## config.mk

```make
export PLATFORM = sky130hd
export DESIGN_NAME = mem_sync_xfer
export DESIGN_NICKNAME = d
export VERILOG_FILES = /design/src/rtl/mem_sync_pkg.sv /design/src/rtl/xfer_beat_ctr.sv /design/src/rtl/mem_sync_xfer.sv
export SDC_FILE = /design/constraint.sdc
export NUM_CORES = 1
export LEC_CHECK = 0
export CAP_MARGIN = 40
export CORE_AREA = 4 4 121 123
export CTS_BUF_LIST = sky130_fd_sc_hd__clkbuf_16
export CTS_CLUSTER_DIAMETER = 150
export DETAILED_ROUTE_END_ITERATION = 8
export DIE_AREA = 0 0 125 127
export PLACE_DENSITY_LB_ADDON = 0.1
export SETUP_SLACK_MARGIN = 0.05
export SLEW_MARGIN = 15
export SYNTH_ARGS = -nofsm -noshare
export SYNTH_HDL_FRONTEND = slang
export SYNTH_SLANG_ARGS = --single-unit
export TNS_END_PERCENT = 1
```

## constraint.sdc

```tcl
create_clock -name clk -period 3.6 [get_ports clk]
set_input_delay 0.54 -clock clk [delete_from_list [all_inputs] [get_ports clk]]
set_output_delay 0.54 -clock clk [all_outputs]
set_load 0.02 [all_outputs]
```

## src/rtl/mem_sync_pkg.sv

```systemverilog
// mem_sync_pkg: shared FSM state type and default geometry for mem_sync_xfer
package mem_sync_pkg;
  localparam int CHWIDTH_DEF   = 6;
  localparam int ADDRWIDTH_DEF = 17;
  localparam int BEATW_DEF     = 3;
  localparam int DATAWIDTH_DEF = 64;
  typedef enum logic [2:0] {
    IDLE,
    WB_RD,
    WB_CAP,
    WB_WR,
    AL_RD,
    AL_WAIT,
    DONE
  } state_e;
endpackage

```

## src/rtl/xfer_beat_ctr.sv

```systemverilog
// xfer_beat_ctr: beat index within a row, with clear, increment and last-beat flag
module xfer_beat_ctr #(
  parameter int W = 3
) (
  input  logic         clk,
  input  logic         rst,
  input  logic         clr,
  input  logic         inc,
  output logic [W-1:0] beat,
  output logic         last
);
  logic [W-1:0] beat_q, beat_d;
  // clear has priority so a new transfer always starts on beat 0
  always_comb beat_d = clr ? '0 : inc ? beat_q + 1'b1 : beat_q;
  // beat register, active-low synchronous reset
  always_ff @(posedge clk) beat_q <= !rst ? '0 : beat_d;
  assign beat = beat_q;
  assign last = &beat_q;
endmodule

```

## src/rtl/mem_sync_xfer.sv

```systemverilog
// mem_sync_xfer: row writeback/allocate mover between cache and backing store; MEM_SYNC_XFER_STATS_EN adds transfer counters
module mem_sync_xfer
  import mem_sync_pkg::*;
#(
  parameter int CHWIDTH   = CHWIDTH_DEF,
  parameter int ADDRWIDTH = ADDRWIDTH_DEF,
  parameter int BEATW     = BEATW_DEF,
  parameter int DATAWIDTH = DATAWIDTH_DEF
) (
  input  logic                       clk,
  input  logic                       rst,
  input  logic                       wb_req,
  input  logic                       al_req,
  input  logic [CHWIDTH-1:0]         cRowId,
  input  logic [ADDRWIDTH-1:0]       RowId,
  output logic                       sync,
  output logic                       busy,
  output logic [CHWIDTH+BEATW-1:0]   c_addr,
  output logic                       c_rd,
  output logic                       c_wr,
  output logic [DATAWIDTH-1:0]       c_wdata,
  input  logic [DATAWIDTH-1:0]       c_rdata,
  output logic [ADDRWIDTH+BEATW-1:0] m_addr,
  output logic                       m_valid,
  output logic                       m_wr,
  input  logic                       m_ready,
  output logic [DATAWIDTH-1:0]       m_wdata,
  input  logic                       m_rvalid,
  input  logic [DATAWIDTH-1:0]       m_rdata
`ifdef MEM_SYNC_XFER_STATS_EN
  ,
  output logic [15:0]                wb_cnt,
  output logic [15:0]                al_cnt
`endif
);
  state_e                 state_q, state_d;
  logic [CHWIDTH-1:0]     crow_q, crow_d;
  logic [ADDRWIDTH-1:0]   row_q, row_d;
  logic [DATAWIDTH-1:0]   wdata_q, wdata_d;
  logic                   is_wb_q, is_wb_d;
  logic [BEATW-1:0]       beat;
  logic                   last, clr, inc;

  xfer_beat_ctr #(.W(BEATW)) u_beat (
    .clk  (clk),
    .rst  (rst),
    .clr  (clr),
    .inc  (inc),
    .beat (beat),
    .last (last)
  );

  // next state and outputs; outputs are zero outside the states that drive them
  always_comb begin
    state_d = state_q;
    crow_d  = crow_q;
    row_d   = row_q;
    wdata_d = wdata_q;
    is_wb_d = is_wb_q;
    clr     = 1'b0;
    inc     = 1'b0;
    sync    = 1'b0;
    busy    = state_q != IDLE;
    c_addr  = '0;
    c_rd    = 1'b0;
    c_wr    = 1'b0;
    c_wdata = '0;
    m_addr  = '0;
    m_valid = 1'b0;
    m_wr    = 1'b0;
    m_wdata = '0;
    case (state_q)
      IDLE: begin
        if (wb_req || al_req) begin
          crow_d  = cRowId;
          row_d   = RowId;
          is_wb_d = wb_req;
          clr     = 1'b1;
          state_d = wb_req ? WB_RD : AL_RD;
        end
      end
      WB_RD: begin
        c_rd    = 1'b1;
        c_addr  = {crow_q, beat};
        state_d = WB_CAP;
      end
      WB_CAP: begin
        wdata_d = c_rdata;
        state_d = WB_WR;
      end
      WB_WR: begin
        m_valid = 1'b1;
        m_wr    = 1'b1;
        m_addr  = {row_q, beat};
        m_wdata = wdata_q;
        inc     = m_ready && !last;
        state_d = !m_ready ? WB_WR : last ? DONE : WB_RD;
      end
      AL_RD: begin
        m_valid = 1'b1;
        m_addr  = {row_q, beat};
        state_d = m_ready ? AL_WAIT : AL_RD;
      end
      AL_WAIT: begin
        c_wr    = m_rvalid;
        c_addr  = m_rvalid ? {crow_q, beat} : '0;
        c_wdata = m_rvalid ? m_rdata : '0;
        inc     = m_rvalid && !last;
        state_d = !m_rvalid ? AL_WAIT : last ? DONE : AL_RD;
      end
      DONE: begin
        sync    = 1'b1;
        clr     = 1'b1;
        state_d = IDLE;
      end
      default: state_d = IDLE;
    endcase
  end

  // control and hold registers, active-low synchronous reset
  always_ff @(posedge clk) begin
    if (!rst) begin
      state_q <= IDLE;
      crow_q  <= '0;
      row_q   <= '0;
      wdata_q <= '0;
      is_wb_q <= 1'b0;
    end else begin
      state_q <= state_d;
      crow_q  <= crow_d;
      row_q   <= row_d;
      wdata_q <= wdata_d;
      is_wb_q <= is_wb_d;
    end
  end

`ifdef MEM_SYNC_XFER_STATS_EN
  logic [15:0] wb_cnt_q, wb_cnt_d, al_cnt_q, al_cnt_d;
  // count completed transfers by type, saturating
  always_comb begin
    wb_cnt_d = (state_q == DONE && is_wb_q && !(&wb_cnt_q)) ? wb_cnt_q + 16'd1 : wb_cnt_q;
    al_cnt_d = (state_q == DONE && !is_wb_q && !(&al_cnt_q)) ? al_cnt_q + 16'd1 : al_cnt_q;
  end
  // counter registers, cleared by reset
  always_ff @(posedge clk) begin
    wb_cnt_q <= !rst ? '0 : wb_cnt_d;
    al_cnt_q <= !rst ? '0 : al_cnt_d;
  end
  assign wb_cnt = wb_cnt_q;
  assign al_cnt = al_cnt_q;
`endif
endmodule

```

=== Word-level counts from Yosys, hierarchy flattened ===
Index checks and enable logic that the tools add are counted.

* Latch bits: 0
* Input bits: 157
* Bits in read-only memories: 0
* RAM bits: 0
* Output and inout bits: 163
* Flip-flop bits (word level): 93
* Memories: 0
* Word-level logic and storage cells: 46

* Shifts and indexed selects: 0
* Add/subtract/negate cells: 1
* Equal/unequal tests: 7
* $mul: 0
* Reduce and logical (&&, ||, !) cells: 10
* Magnitude comparators: 0
* Bitwise operators: 1
* Multiplexer cells: 22
* Divide/modulo/power cells: 0

{| class="wikitable"
|+ Operators with widths
! operator !! number
|-
| 64-bit 2-to-1 mux || 3
|-
| 20-bit 2-to-1 mux || 1
|-
| 3-bit one-hot mux with 6 select lines || 1
|-
| 9-bit one-hot mux with 2 select lines || 1
|-
| 3-bit 2-to-1 mux || 4
|-
| 3-bit equality test, second input constant || 3
|-
| 9-bit 2-to-1 mux || 1
|-
| 1-bit 2-to-1 mux || 7
|-
| 3-bit by 2-bit equality test with 1-bit output, second input constant || 2
|-
| 2-bit 2-to-1 mux || 2
|-
| 1-bit one-hot mux with 2 select lines || 2
|-
| 2-bit OR reduction || 2
|-
| 3-bit by 1-bit adder with 3-bit output, second input constant || 1
|-
| 3-bit by 1-bit equality test with 1-bit output, second input constant || 1
|-
| 3-bit logical NOT || 1
|-
| 3-bit AND reduction || 1
|-
| 3-bit nonzero test || 1
|-
| 1-bit logical AND || 2
|-
| 2-bit inequality test, second input constant || 1
|-
| 2-bit AND reduction || 1
|-
| 1-bit logical NOT || 1
|-
| 1-bit logical OR || 1
|-
| 1-bit NOT || 1
|}

=== Longest topological paths before layout ===
* Word-level depth: 4
* Depth in mapped cells: 7
* Gate-level depth less buffers: 6

=== By module ===
Synthesis repeated with hierarchy kept, for this count alone.

* Cell total of the unflattened synthesis: 606
* Area, all modules: 4648.2 um^2

{| class="wikitable"
|+ By module, submodules not included
! module !! cells each !! seq. area each (um^2) !! area each (um^2) !! instances
|-
| mem_sync_xfer || 594 || 1801.7 || 4516.8 || 1
|-
| xfer_beat_ctr || 12 || 60.1 || 131.4 || 1
|}

=== Least setup slack after synthesis ===
OpenSTA, ideal clock, no wires.

* Kind: input -> output
* Start point: in m_rvalid
* End point: out c_wdata[54]
* Slack: 1540 ps
* Arrival time: 1520 ps
* Buffers on the path: 1
* Stages on the path: 4
* Required time: 3060 ps
* Cells stage by stage: nor2b_2 -> and3_1 -> clkbuf_1 -> and2_1

* Longest elaborated chain between the ends: 2

{| class="wikitable"
|+ RTL lines
! item !! line !! source
|-
| start, declared || mem_sync_xfer.sv:28 || <nowiki>input logic m_rvalid,</nowiki>
|-
| 64-bit 2-to-1 mux || mem_sync_xfer.sv:107 || <nowiki>c_wdata = m_rvalid ? m_rdata : '0;</nowiki>
|-
| 64-bit 2-to-1 mux || mem_sync_xfer.sv:72 || <nowiki>case (state_q)</nowiki>
|-
| end, declared || mem_sync_xfer.sv:21 || <nowiki>output logic [DATAWIDTH-1:0] c_wdata,</nowiki>
|}

Every way passes these cells.

=== Worst setup path after layout ===
* Start point: reg state_q[2]
* End point: out m_wdata[58]

* Longest elaborated chain between the ends: 2

{| class="wikitable"
|+ RTL lines
! item !! line !! source
|-
| start, declared || mem_sync_xfer.sv:36 || <nowiki>state_e state_q, state_d;</nowiki>
|-
| start signal, assigned || mem_sync_xfer.sv:129 || <nowiki>state_q <= state_d;</nowiki>
|-
| 3-bit by 2-bit equality test with 1-bit output || mem_sync_xfer.sv:72 ||
|-
| 64-bit 2-to-1 mux || mem_sync_xfer.sv:72 ||
|-
| end, declared || mem_sync_xfer.sv:27 || <nowiki>output logic [DATAWIDTH-1:0] m_wdata,</nowiki>
|}

Every way passes these cells.

==> summary.txt <==
Yosys
  • Post-synthesis sequential area ratio: 0.381
  • Mapped cell area: 4880 um2
  • Synth Area in Simple Gates: 0.372
  • Yosys top cell by area: dfxtp_1
  • Post-Synth Adder-Cell Area: 0.00769
  • Number of synthesized flops with an enable pin: 0
  • YS warnings: 0
  • Synth Area in Compound Gates: 0.172
  • Syn Nets: 770
  • Main synth FF type: dfxtp_1
  • Syn avg cell area: 8.00 um2
  • Distinct cell type count after synthesis: 38
  • Post-synthesis xor/xnor area fraction: 0.00179
  • Post-synth top area share: 0.381
  • Fraction of registers with async set/reset: 0
  • Synthesized flop and latch total: 93
  • Largest family of logic cells by synthesized area: simple AND/OR/NAND/NOR gates
  • Dominant cells by area after synthesis: dfxtp_1 (38%), and2_1 (18%), nand2_1 (14%)
  • Mapped Cells: 610
  • Mux cell area share after synthesis: 0

Worst setup path
  • CP peak stage delay: 630 ps
  • CP max FO: 65
  • R2R Path Start: state_q[1]
  • Critical path's slowest cell: clkdlybuf4s50_1
  • CP required: 3060 ps
  • Crit-path cells: inv_2 > and3_2 > buf_4 > and2_1 > clkdlybuf4s50_1
  • Termination of the worst setup path: m_wdata[58]
  • Worst Path Arrival: 2630 ps
  • Crit Path Class: flip-flop to primary output
  • CP startpoint: state_q[2]
  • Worst r2r path cells: 5
  • Crit start category: flip-flop
  • Reg-to-reg critical path endpoint: wdata_q[52]
  • Critical path endpoint category: primary output
  • R2R Setup Slk: 1610 ps

CTS
  • CTS sink cnt: 93
  • Reg clk slew, reported paths: 70 ps
  • Clk_lat worst skew: 340 ps
  • Post-CTS sizing: 0
  • Post-CTS Hold Buffers: 0
  • Root Driver: clkbuf_16
  • Postcts setup bufs: 0
  • CTS Buf Count: 9
  • CTS tree: built
  • H-Tree Depth: 3
  • Max clock buf depth: 2

STA
  • Final hold viol count: 0
  • RSZ-0062 raised after global routing: false
  • Final critical-path required period: 3170 ps
  • Setup violators final: 0
  • Tcrit/Tclk final: 0.882
  • Tightest Pin Transition: 766 ps
  • Slew margin rel.: 0.489
  • Slew Viols, Final: 0
  • Clk_skew: 6.57 ps
  • Worst setup margin: 426 ps
  • Final setup TNS: 0 ps
  • Fmax: 315 MHz

Power and ir drop
  • Net Sw Frac: 0.300
  • Clock network power share: 0.329
  • Switch Pwr: 0.879 mW
  • Cell leakage power: 3.04 nW
  • Sequential power share: 0.408
  • Logic gate share of total power: 0.263
  • P_int: 2.05 mW
  • Max IR drop VDD: 319 uV
  • PwrDens: 350 nW/um2

Die
  • Die area: 15900 um2
  • Core ar.: 13700 um2
  • Num ports: 320
  • Chip height: 127 um
  • # rows: 43
  • Die W: 125 um
  • Initial core utilization: 0.357

Route
  • DRT Wirelength: 17.1 mm
  • Wire length on met3: 1.09 mm
  • WL met2: 8.85 mm
  • Highest routed layer: met4
  • TritonRoute pass-1 iters: 4
  • Remaining DRCs: 0
  • Routed Antenna Nets: 0
  • WL/cell: 15.7 um
  • Vias: 5018
  • Detailed Route Iter0 Violations: 197
  • Vias per cell: 4.62
  • Length of routed wiring on met1: 6.74 mm

Placement
  • Buffers added on ports: 319
  • HPWL Detailed: 12.9 mm
  • GPL Wtd Cong: 0.894
  • Post-Place Worst Slack: 534 ps

Final layout
  • Share of post-route cells with drive strength above 1: 0.0574
  • FILL cells: 1189
  • Area growth syn-to-layout: 71.5%
  • Leading cell type in the layout, fill and taps excluded: clkdlybuf4s50_1
  • Most frequent cells in the layout: clkdlybuf4s50_1 (318), nand2_1 (176), and2_1 (139), dfxtp_1 (93), a21boi_0 (46)
  • Layout net count: 1061
  • Diode count: 0

Global routing
  • Vias in the first global route: 5049
  • Initial antenna violation count: 0
  • Largest net degree at the start of global routing: 67
  • Total track usage: 0.208
  • Overflow after GRT: 0
  • First-pass GRT wire length: 26.8 mm

Min path
  • Worst min path class: flip-flop to flip-flop

Job
  • Maxcap violations: 0

Run status
  • Outcome: finished, final reports clean
==> how the worst min path moves through the flow <==
| stage | start | end | cells past startpoint |
|---|---|---|---|
| after floorplan | wdata_q[16] | wdata_q[16] | 2 |
| after global placement | wdata_q[18] | wdata_q[18] | 2 |
| after detailed placement | wdata_q[43] | wdata_q[43] | 2 |
| after CTS | wdata_q[43] | wdata_q[43] | 2 |
| after global routing | wdata_q[56] | wdata_q[56] | 2 |
| final | wdata_q[43] | wdata_q[43] | 2 |
==> synth_stat cells, types with 7 or more instances <==
cell type  number
nand2_1       176
and2_1        139
dfxtp_1        93
a21boi_0       46
a21boi_1       21
a21boi_2       20
nor2b_1        20
clkbuf_1       17
buf_6          14
nor2_1          8
buf_2           7
==> metrics by stage <==
stage | util | power, mW | instance area [um2] | instances | hold slack [ps]
after CTS | 0.613 | 2.97 | 8370 | 1086 | 453
after global placement | 0.589 | 1.96 | 8040 | 1068 | 437
after global routing | 0.613 | 3.09 | 8370 | 1086 | 470
after floorplan | - | 1.68 | 4880 | 610 | 430
final | 0.613 | 2.93 | 8370 | 1086 | 450
after detailed placement | 0.591 | 2.00 | 8080 | 1070 | 443
==> sequential cells by signal, indices dropped and copies added (netlist names) <==
signal / flops
wdata_q: 64
row_q: 17
crow_q: 6
state_q: 3
u_beat.beat: 3
==> logic make-up after synthesis <==
| logic type | count (synthesis) |
|---|---|
| flops | 93 |
| compound gates | 104 |
| fa+ha+maj | 3 |
| simple gates | 360 |
| xor+xnor | 1 |
| buf+inv | 49 |
==> routing by layer <==
metal	track usage	vias up
met4	0.0740	0
met1	0.235	2299
met2	0.380	183
li1	-	2513
met3	0.0527	23
met5	0	-
==> power by group through the flow <==
stage	sequential, mW	clock (mW)	combinational (mW)
final	1.20	0.964	0.771
after global routing	1.21	1.04	0.847
after CTS	1.20	0.997	0.780
after detailed placement	1.22	0	0.778
after global placement	1.21	0	0.746
after floorplan	1.19	0	0.494
==> worst max-delay path, delay by kind of cell, from the launching register on <==
kind	cells	cell delay (ps)
buffers and inverters	3	1290
DFF	1	500
and+or+nand+nor	2	440
==> layout make-up <==
type,instances,area [um2],share of cell area
Sequential cell,93,1860,0.222
Timing Repair Buffer,326,3270,0.390
Multi-Input combinational cell,468,2710,0.323
Clock inverter,7,72.6,0.00867
Tap cell,180,225,0.0269
Clock buffer,9,225,0.0269
Inverter,3,13.8,0.00164
Power figures use the tool's default switching activity.
